`src/rtl/dmem_arbiter_pkg.sv`:
```
// Shared types and constants for the data-RAM arbiter: read-owner tag,
// priority state and starvation counter width.
package dmem_arb_pkg;

  typedef enum logic {OWN_CPU, OWN_DMA} owner_t;
  typedef enum logic {PRI_CPU, PRI_DMA} pri_t;

  localparam int STARVE_W = 4;

endpackage

```
`src/rtl/dmem_arbiter_if.sv`:
```
// One requester port of the data-RAM arbiter (used once for CPU, once for DMA).
// Handshake: the requester holds req/we/addr/wdata stable until it sees gnt
// high in the same cycle; read data returns with rvalid exactly one cycle later.
interface dmem_arbiter_if #(
  parameter int ADDR_W = 10,
  parameter int DATA_W = 32
);

  logic              req;
  logic              we;
  logic [ADDR_W-1:0] addr;
  logic [DATA_W-1:0] wdata;
  logic              gnt;
  logic              rvalid;
  logic [DATA_W-1:0] rdata;

  modport master (output req, we, addr, wdata, input gnt, rvalid, rdata);
  modport slave  (input req, we, addr, wdata, output gnt, rvalid, rdata);

endinterface

```
`src/rtl/dmem_arbiter_starve_ctr.sv`:
```
// Counts consecutive cycles in which DMA requested but CPU took the RAM, and
// pulses force_dma when the next increment would hit STARVE_MAX.
module arb_starve_ctr
  import dmem_arb_pkg::*;
#(
  parameter int STARVE_MAX = 4
) (
  input  logic                clk,
  input  logic                rst,
  input  logic                i_dma_req,
  input  logic                i_cpu_gnt,
  input  logic                i_dma_gnt,
  output logic                o_force_dma,
  output logic [STARVE_W-1:0] o_starve
);

  logic [STARVE_W-1:0] r_cnt;
  logic [STARVE_W-1:0] w_inc;
  logic [STARVE_W-1:0] w_cnt_nxt;

  // Count clears on a DMA grant, an idle DMA, or when it fires the force pulse.
  always_comb begin
    w_inc       = r_cnt + 1'b1;
    w_cnt_nxt   = '0;
    o_force_dma = 1'b0;
    if (i_dma_req && i_cpu_gnt && !i_dma_gnt) begin
      if (w_inc == STARVE_W'(STARVE_MAX)) begin
        o_force_dma = 1'b1;
      end else begin
        w_cnt_nxt = w_inc;
      end
    end
  end

  always_ff @(posedge clk) begin
    if (!rst) begin
      r_cnt <= '0;
    end else begin
      r_cnt <= w_cnt_nxt;
    end
  end

  assign o_starve = r_cnt;

endmodule

```
`src/rtl/dmem_arbiter.sv`:
```
// Single-port data-RAM arbiter between the MEM stage (CPU, priority) and a
// DMA/loader requester, with starvation-forced DMA slots and read-return routing.
module dmem_arbiter
  import dmem_arb_pkg::*;
#(
  parameter int ADDR_W     = 10,
  parameter int DATA_W     = 32,
  parameter int STARVE_MAX = 4
) (
  input  logic                clk,
  input  logic                rst,
  dmem_arbiter_if.slave       cpu,
  dmem_arbiter_if.slave       dma,
  output logic                cpu_stall,
  output logic [ADDR_W-1:0]   ram_address,
  output logic [DATA_W-1:0]   ram_data,
  output logic                ram_wren,
  input  logic [DATA_W-1:0]   ram_q,
  output pri_t                o_dbg_pri,
  output logic [STARVE_W-1:0] o_dbg_starve
);

  pri_t                r_pri;
  pri_t                w_pri_nxt;
  logic                r_rd_pend;
  owner_t              r_rd_own;
  logic                w_cpu_gnt;
  logic                w_dma_gnt;
  logic                w_rd_gnt;
  logic                w_force_dma;
  logic [STARVE_W-1:0] w_starve;

  arb_starve_ctr #(.STARVE_MAX(STARVE_MAX)) u_starve (
    .clk        (clk),
    .rst        (rst),
    .i_dma_req  (dma.req),
    .i_cpu_gnt  (w_cpu_gnt),
    .i_dma_gnt  (w_dma_gnt),
    .o_force_dma(w_force_dma),
    .o_starve   (w_starve)
  );

  always_ff @(posedge clk) begin
    if (!rst) begin
      r_pri <= PRI_CPU;
    end else begin
      r_pri <= w_pri_nxt;
    end
  end

  // PRI_DMA is a single forced slot; it always falls back to PRI_CPU.
  always_comb begin
    w_pri_nxt = PRI_CPU;
    if (w_force_dma) begin
      w_pri_nxt = PRI_DMA;
    end
  end

  always_comb begin
    w_cpu_gnt = 1'b0;
    w_dma_gnt = 1'b0;
    if (rst) begin
      if (r_pri == PRI_DMA) begin
        w_dma_gnt = dma.req;
        w_cpu_gnt = cpu.req & ~dma.req;
      end else begin
        w_cpu_gnt = cpu.req;
        w_dma_gnt = dma.req & ~cpu.req;
      end
    end
  end

  assign cpu.gnt   = w_cpu_gnt;
  assign dma.gnt   = w_dma_gnt;
  assign cpu_stall = rst & cpu.req & ~w_cpu_gnt;

  // With no grant the CPU fields sit on the port but nothing is written.
  assign ram_address = w_dma_gnt ? dma.addr  : cpu.addr;
  assign ram_data    = w_dma_gnt ? dma.wdata : cpu.wdata;
  assign ram_wren    = (w_cpu_gnt & cpu.we) | (w_dma_gnt & dma.we);
  assign w_rd_gnt    = (w_cpu_gnt & ~cpu.we) | (w_dma_gnt & ~dma.we);

  always_ff @(posedge clk) begin
    if (!rst) begin
      r_rd_pend <= 1'b0;
      r_rd_own  <= OWN_CPU;
    end else begin
      r_rd_pend <= w_rd_gnt;
      if (w_rd_gnt) begin
        r_rd_own <= w_dma_gnt ? OWN_DMA : OWN_CPU;
      end
    end
  end

  assign cpu.rvalid = rst & r_rd_pend & (r_rd_own == OWN_CPU);
  assign dma.rvalid = rst & r_rd_pend & (r_rd_own == OWN_DMA);
  assign cpu.rdata  = ram_q;
  assign dma.rdata  = ram_q;

  assign o_dbg_pri    = r_pri;
  assign o_dbg_starve = w_starve;

endmodule

```
`src/flat_wrapper.sv`:
```
// flat-port wrapper written by rule: the top's interface ports become plain ports
module dmem_arbiter_flat import dmem_arb_pkg::*;
#(
  parameter int ADDR_W     = 10,
  parameter int DATA_W     = 32,
  parameter int STARVE_MAX = 4
)
  (clk, rst, cpu_stall, ram_address, ram_data, ram_wren, ram_q, o_dbg_pri, o_dbg_starve, cpu_req, cpu_we, cpu_addr, cpu_wdata, cpu_gnt, cpu_rvalid, cpu_rdata, dma_req, dma_we, dma_addr, dma_wdata, dma_gnt, dma_rvalid, dma_rdata);
  dmem_arbiter_if #(.ADDR_W(ADDR_W), .DATA_W(DATA_W)) cpu_i ();
  dmem_arbiter_if #(.ADDR_W(ADDR_W), .DATA_W(DATA_W)) dma_i ();
  input  logic clk;
  input  logic rst;
  output logic cpu_stall;
  output logic [ADDR_W-1:0] ram_address;
  output logic [DATA_W-1:0] ram_data;
  output logic ram_wren;
  input  logic [DATA_W-1:0] ram_q;
  output pri_t o_dbg_pri;
  output logic [STARVE_W-1:0] o_dbg_starve;
  input wire logic [$bits(cpu_i.req)-1:0] cpu_req;
  input wire logic [$bits(cpu_i.we)-1:0] cpu_we;
  input wire logic [$bits(cpu_i.addr)-1:0] cpu_addr;
  input wire logic [$bits(cpu_i.wdata)-1:0] cpu_wdata;
  output wire logic [$bits(cpu_i.gnt)-1:0] cpu_gnt;
  output wire logic [$bits(cpu_i.rvalid)-1:0] cpu_rvalid;
  output wire logic [$bits(cpu_i.rdata)-1:0] cpu_rdata;
  input wire logic [$bits(dma_i.req)-1:0] dma_req;
  input wire logic [$bits(dma_i.we)-1:0] dma_we;
  input wire logic [$bits(dma_i.addr)-1:0] dma_addr;
  input wire logic [$bits(dma_i.wdata)-1:0] dma_wdata;
  output wire logic [$bits(dma_i.gnt)-1:0] dma_gnt;
  output wire logic [$bits(dma_i.rvalid)-1:0] dma_rvalid;
  output wire logic [$bits(dma_i.rdata)-1:0] dma_rdata;
  assign cpu_i.req = cpu_req;
  assign cpu_i.we = cpu_we;
  assign cpu_i.addr = cpu_addr;
  assign cpu_i.wdata = cpu_wdata;
  assign cpu_gnt = cpu_i.gnt;
  assign cpu_rvalid = cpu_i.rvalid;
  assign cpu_rdata = cpu_i.rdata;
  assign dma_i.req = dma_req;
  assign dma_i.we = dma_we;
  assign dma_i.addr = dma_addr;
  assign dma_i.wdata = dma_wdata;
  assign dma_gnt = dma_i.gnt;
  assign dma_rvalid = dma_i.rvalid;
  assign dma_rdata = dma_i.rdata;
  dmem_arbiter #(.ADDR_W(ADDR_W), .DATA_W(DATA_W), .STARVE_MAX(STARVE_MAX)) u_core (.clk(clk), .rst(rst), .cpu(cpu_i), .dma(dma_i), .cpu_stall(cpu_stall), .ram_address(ram_address), .ram_data(ram_data), .ram_wren(ram_wren), .ram_q(ram_q), .o_dbg_pri(o_dbg_pri), .o_dbg_starve(o_dbg_starve));
endmodule
```
`config.mk`:
```
export PLATFORM = sky130hd
export DESIGN_NAME = dmem_arbiter_flat
export DESIGN_NICKNAME = d
export VERILOG_FILES = /design/src/rtl/dmem_arbiter_pkg.sv /design/src/rtl/dmem_arbiter_if.sv /design/src/rtl/dmem_arbiter_starve_ctr.sv /design/src/rtl/dmem_arbiter.sv /design/src/flat_wrapper.sv
export SDC_FILE = /design/constraint.sdc
export NUM_CORES = 1
export LEC_CHECK = 0
export ABC_AREA = 1
export CAP_MARGIN = 30
export CORE_AREA = 2 2 93 95
export DETAILED_ROUTE_END_ITERATION = 12
export DIE_AREA = 0 0 95 97
export GPL_ROUTABILITY_DRIVEN = 0
export PLACE_DENSITY = 0.67
export SKIP_CTS_REPAIR_TIMING = 1
export SLEW_MARGIN = 25
export SYNTH_ARGS = -nofsm -noshare
export SYNTH_HDL_FRONTEND = slang
export SYNTH_SLANG_ARGS = --single-unit
export TNS_END_PERCENT = 30
```
`constraint.sdc`:
```
create_clock -name clk -period 2.8 [get_ports clk]
set_clock_uncertainty 0.05 [all_clocks]
set_input_delay 0.56 -clock clk [delete_from_list [all_inputs] [get_ports clk]]
set_output_delay 0.56 -clock clk [all_outputs]
set_load 0.02 [all_outputs]
```
* Yosys cells after proc, flatten, opt, wreduce, memory -nomap -nowiden
Cells that the tools add are included. W data, S select, Z words.
Word-level totals: bits in registers 7, input port bits 122, output and inout bits 117, logic and storage cells 41
Operators by class: $add $sub $neg 1, equality and inequality tests 1, multiplexer cells 10, bitwise operators 21, reductions and logical operators 4
Operators with widths (count):
- $mux W32 | 1
- $and A1 B1 Y1 | 11
- $mux W10 | 1
- $mux W1 | 8
- $not A1 Y1 | 8
- $add A4 B1 Y4 const B | 1
- $eq A4 B3 Y1 const B | 1
- $reduce_or A3 Y1 | 1
- $logic_and A1 B1 Y1 | 2
- $or A1 B1 Y1 | 2
- $logic_not A1 Y1 | 1

* Longest topological paths before layout
Gate-level depths: netlist of the first run.
word-level depth 8, mapped depth 7, gate-level depth less buffers 6

* Modules after synthesis
Synthesis of the first run repeated with hierarchy kept, for this count alone.
Unflattened totals: cell total of the unflattened synthesis 252, area total of the unflattened synthesis 1401.3 µm²
By module, submodules not included:
- dmem_arbiter | instances 1, cells an instance 230, area each 1214.9 µm², sequential area each 60.1 µm²
- arb_starve_ctr | instances 1, cells an instance 22, area each 186.4 µm², sequential area each 80.1 µm²

* Least setup slack after synthesis of the first run
No wires, ideal clock.
path kind input to output, start point input rst, end point output ram_address[0], data arrival time 1.202 ns, required time 2.190 ns, path slack 0.988 ns, cell stages on the path 7, buffers on the path 1, path through nand2_1 -> inv_2 -> nand2_4 -> inv_4 -> buf_6 -> nand2_1 -> nand2_1
On the way: cells in the longest elaborated chain, start to end 2
RTL lines:
- start: declaration | RTL line flat_wrapper.sv:12 | input logic rst;
- $mux W1 | RTL line dmem_arbiter.sv:62 | if (rst) begin
- net dma_gnt | RTL line flat_wrapper.sv:31 | output wire logic [$bits(dma_i.gnt)-1:0] dma_gnt;
- $mux W10 | RTL line dmem_arbiter.sv:78 | assign ram_address = w_dma_gnt ? dma.addr : cpu.addr;
- end: declaration | RTL line flat_wrapper.sv:14 | output logic [ADDR_W-1:0] ram_address;
The timed path passes the listed nets, and every way through them passes these cells.

* Worst setup path after layout of the first run
start point input cpu_req, end point output cpu_gnt
On the way: cells in the longest elaborated chain, start to end 3
RTL lines:
- start: declaration | RTL line flat_wrapper.sv:20 | input wire logic [$bits(cpu_i.req)-1:0] cpu_req;
- $and A1 B1 Y1 | RTL line dmem_arbiter.sv:65 | w_cpu_gnt = cpu.req & ~dma.req;
- $mux W1 (*) | RTL line dmem_arbiter.sv:63 | if (r_pri == PRI_DMA) begin
- $mux W1 (*) | RTL line dmem_arbiter.sv:62
- end: declaration | RTL line flat_wrapper.sv:24 | output wire logic [$bits(cpu_i.gnt)-1:0] cpu_gnt;
Every way passes the cells marked *; elsewhere a longest branch is shown, timed or not.

==> results of run 1 <==
[state kept, by name, summed over array words and instances, names as in the netlist]
register,count
u_core.r_rd_own,1
u_core.r_rd_pend,1
u_core.o_dbg_pri,1
u_core.u_starve.o_starve,4
[metal layers]
layer	vias to the layer above	global-route usage	wire (µm)
met4	0	0.0245	69
met2	139	0.216	3070
met1	688	0.105	1790
met3	10	0.0678	1010
li1	842	-	-
met5	-	0	0
[worst paths after layout]
check / start / end / slack (ns) / depth (start not counted)
max: cpu_req / cpu_gnt / 0.16 / 7
max reg2reg: u_core.u_starve.o_starve[0] / u_core.u_starve.o_starve[0] / 1.66 / 6
min reg2reg: u_core.u_starve.o_starve[0] / u_core.u_starve.o_starve[0] / 0.42 / 1
min: u_core.u_starve.o_starve[0] / u_core.u_starve.o_starve[0] / 0.42 / 1
[cell families after synthesis]
logic type      Yosys count  share of synthesized area
compound gates            3                     0.0128
xor+xnor                  1                    0.00638
fa+ha+maj                 1                    0.00911
buf+inv                  87                      0.442
flops                     7                      0.102
simple gates            151                      0.428
[power breakdown]
group	internal [mW]	switching (mW)	total (mW)
sequential	0.103	0.00142	0.104
combinational	0.216	0.154	0.370
clock	0.0980	0.0384	0.136
total	0.417	0.194	0.611
[synth_stat cells]
master | n | area, µm²
buf_4 | 65 | 488
a31oi_1 | 1 | 6.26
nand4_1 | 1 | 6.26
ha_1 | 1 | 12.5
buf_2 | 3 | 15.0
o22ai_1 | 1 | 6.26
inv_1 | 13 | 48.8
a21oi_1 | 1 | 5.00
buf_6 | 4 | 45.0
nor3_1 | 2 | 10.0
inv_2 | 1 | 3.75
xnor2_1 | 1 | 8.76
nand3_1 | 5 | 25.0
nand2_1 | 134 | 503
nand2_4 | 1 | 11.3
dfxtp_1 | 7 | 140
inv_4 | 1 | 6.26
nand2_2 | 1 | 6.26
nor2_1 | 7 | 26.3
[cell type report]
type,instances,area (µm²)
Fill cell,880,5500
Timing Repair Buffer,150,1640
Multi-Input combinational cell,156,627
Sequential cell,7,140
Tap cell,105,131
Inverter,15,58.8
Clock buffer,4,45.0
[cell usage in the layout (no fill, tap or decap), drive strengths merged]
cell and n:
nor2 7, a21oi 1, dfxtp 7, clkbuf 4, nand4 1, inv 15, nand3 5, nor3 2
clkdlybuf4s50 98, buf 9, dlymetal6s2s 43, a31oi 1, ha 1, o22ai 1, nand2 136, xnor2 1
[per-stage QoR]
| step | instances | area (µm²) |
|---|---|---|
| after floorplan | 250 | 1370 |
| after CTS | 437 | 2530 |
| after global placement | 433 | 2490 |
| final | 437 | 2640 |
| after global routing | 437 | 2640 |
| after detailed placement | 433 | 2490 |
[worst max-delay path, cell delays in order]
cell	delay (ns)
clkdlybuf4s50_1	0.49
buf_4	0.12
nand2_1	0.05
inv_1	0.07
nand2_1	0.07
inv_1	0.07
clkdlybuf4s50_1	0.61
==> impl_metrics.toml, run 1 <==
[routing]
routed_via_density = 3.84
wl_um = 5940
drt_pre_antenna_iters = 4
routed-via-count = 1679
wl_per_cell_um = 13.6
first_iter_violations = 27
antenna_left = 0
drcViolationCount = 0

[cells_and_area]
syn_to_final_growth_pct = 92.1
drive_gt1_frac = 0.0482
nNetsFinal = 456
num_antenna_cells = 0
final_core_util = 0.324

[yosys]
yosysUniqueCellTypes = 19
yosys_warnings = 0
avgSynthCellArea_um2 = 5.50
ys_ff_latch = 7
yosysSeqAreaShare = 0.102
netlist_area_mm2 = 0.00137
netlist_instances = 250
synth_nets = 373

[sta]
setup_viol = 0
finalHoldWorstSlack_ns = 0.421
finalSetupTns_ns = 0
hold_viol_final = 0
worst_pin_slew_ns = 0.253
rsz0062_at_grt = "false"
drv_slew = 0
min_period_over_period = 0.944
postLayoutSetupSlackWorst_ns = 0.158
relSlewSlack = 0.831
fmax_ghz = 0.378
period_needed_ns = 2.64

[critical_path]
path_class = "input pin to output port"
crit_path_end_kind = "output port"
crit_required_ns = 2.19
cp.arrival_ns = 2.03
path_max_fanout = 2
start_kind = "input pin"

[floorplanning]
die_y_um = 97
die_w_um = 95
dieArea_mm2 = 0.00922
pin_count = 239
core_area_mm2 = 0.00813
start_util = 0.169
rows = 33

[pwr]
power_density_mw_per_mm2 = 232
power_mw = 0.611
vdd_drop_max_v = 0.000377
p_leak_nw = 1.60

[global_routing]
gr-total-overflow = 0
antenna_found_initial = 0
first_global_vias = 1649
grt_pass1_wl_um = 8490
grt_max_degree = 29
grt_use_total = 0.116

[clock_network]
clock_path_buffers = 2
cts_tree = "yes"
cts_root_buffer = "clkbuf_8"
numCtsBuffers = 3
clock-sinks = 7
clkTransAtPathRegs_ns = 0.04
clkLatencyLatePin_ns = 0.22
ctsHtreeMaxLevel = 1

[place]
pre_cts_slack_ns = -0.129
portBuffers = 142
dpl.hpwl_um = 5060

[run]
maxCapViolCount = 0

[worst_hold_path]
hold_class = "register to register"

[outcome]
status = "complete, no violations"
Power figures use the tool's default switching activity.
==> run 2, diff against run 1 <==
==> constraint.sdc (replaced) <==
create_clock -name clk -period 2.8 [get_ports clk]
set_clock_uncertainty 0.05 [all_clocks]
set_input_delay 0.28 -clock clk [delete_from_list [all_inputs] [get_ports clk]]
set_output_delay 0.28 -clock clk [all_outputs]
set_load 0.02 [all_outputs]
==> run 2 against run 1 <==
Utilization is 2.3 points lower. Non-clock buffer count fell by 6. Count of clock-buffer cells in the layout unchanged.
==> impl_metrics.toml, run 2 (same netlist as run 1, synthesis figures left out) <==
[floorplanning]
start_util = 0.169
core_area_mm2 = 0.00813
die_w_um = 95
rows = 33
die_y_um = 97
pin_count = 239
dieArea_mm2 = 0.00922

[critical_path]
cp.buffers_inverters = 4
crit_family = "buffers and inverters"
crit_chain = "clkdlybuf4s50_1, nand2_1, inv_2, nand2_4, inv_4, nand2_1, nand2_1, clkdlybuf4s50_1"
cp.depth = 8
start_kind = "input pin"
reg2reg_from = "u_core.u_starve.o_starve[0]"
rrSetupSlack_ns = 1.66
cp-endpoint = "ram_data[25]"
crit_path_end_kind = "output port"
path_max_fanout = 43
reg2reg_depth = 6
startpoint = "rst"
path_class = "input pin to output port"
crit_required_ns = 2.47
cp_common_cell = "nand2_1"
cp_slowest_cell = "clkdlybuf4s50_1"
r2r-end = "u_core.u_starve.o_starve[0]"
cp_slowest_stage_delay_ns = 0.61
cp.arrival_ns = 2.14

[pwr]
p_leak_nw = 1.13
vdd_drop_max_v = 0.000331
power_density_mw_per_mm2 = 252
power_mw = 0.617

[sta]
hold_viol_final = 0
fmax_ghz = 0.404
relSlewSlack = 0.714
finalSetupTns_ns = 0
period_needed_ns = 2.47
worst_pin_slew_ns = 0.430
drv_slew = 0
postLayoutSetupSlackWorst_ns = 0.327
rsz0062_at_grt = "false"
min_period_over_period = 0.883
finalHoldWorstSlack_ns = 0.429
setup_viol = 0

[global_routing]
antenna_found_initial = 0
grt_use_total = 0.112
first_global_vias = 1674
grt_pass1_wl_um = 8200
grt_max_degree = 44
gr-total-overflow = 0

[clock_network]
clkTransAtPathRegs_ns = 0.04
clkLatencyLatePin_ns = 0.23
clock-sinks = 7
numCtsBuffers = 3
cts_tree = "yes"
clock_path_buffers = 2
cts_root_buffer = "clkbuf_8"
ctsHtreeMaxLevel = 1

[routing]
antenna_left = 0
wl_per_cell_um = 13.3
routed_via_density = 3.76
routed-via-count = 1622
drcViolationCount = 0
wl_um = 5720
first_iter_violations = 23
drt_pre_antenna_iters = 5

[cells_and_area]
num_antenna_cells = 0
nNetsFinal = 450
layout_commonest_cell = "clkdlybuf4s50_1"
final_cells = 431
syn_to_final_growth_pct = 78.2
largest_reg_flops = 4
drive_gt1_frac = 0.0307
layout_common_cells = "clkdlybuf4s50_1, nand2_1, inv_1, nor2_1, dfxtp_1"

[outcome]
status = "complete, no violations"

[place]
pre_cts_slack_ns = 0.307
portBuffers = 142
dp.cells = 427
dpl.hpwl_um = 4890

[run]
maxCapViolCount = 0

[worst_hold_path]
hold_class = "register to register"
run 2: how the worst min path moves through the flow:
stage	cells past startpoint	from	endpoint
finish	1	u_core.u_starve.o_starve[0]	u_core.u_starve.o_starve[0]
global route	1	u_core.u_starve.o_starve[0]	u_core.u_starve.o_starve[0]
CTS	1	u_core.u_starve.o_starve[0]	u_core.u_starve.o_starve[0]
detailed placement	1	u_core.u_starve.o_starve[0]	u_core.u_starve.o_starve[0]
floorplan	3	cpu_req	u_core.r_rd_own
global placement	1	u_core.u_starve.o_starve[0]	u_core.u_starve.o_starve[0]
run 2: where the power goes:
part	internal, mW	switching (mW)
sequential	0.103	0.00161
combinational	0.217	0.153
clock	0.0986	0.0446
run 2: layout make-up:
| class | count | area (µm²) |
|---|---|---|
| fill | 875 | 5690 |
| sequential | 7 | 140 |
| inverter | 15 | 58.8 |
| clock buffer | 4 | 45.0 |
| timing repair buffer | 144 | 1450 |
| multi-input combinational | 156 | 627 |
| tap | 105 | 131 |
run 2: worst register-to-register path: cells and delay by family (launching register included):
kind | cells | cell delay, ns
adders and majority gates | 1 | 0.20
buffers and inverters | 1 | 0.04
DFF | 1 | 0.40
and+or+nand+nor | 4 | 0.35
run 2: per-layer routing:
layer	GRT usage	wire [µm]	vias up
met4	0.0167	51	0
met3	0.0615	920	9
met1	0.102	1930	646
met2	0.215	2820	135
li1	-	-	832
met5	0	0	-
run 2: stage by stage:
step / util / area (µm²)
after global routing: 0.301 / 2450
after detailed placement: 0.295 / 2400
final: 0.301 / 2450
after global placement: 0.295 / 2400
after CTS: 0.301 / 2450
after floorplan: - / 1370
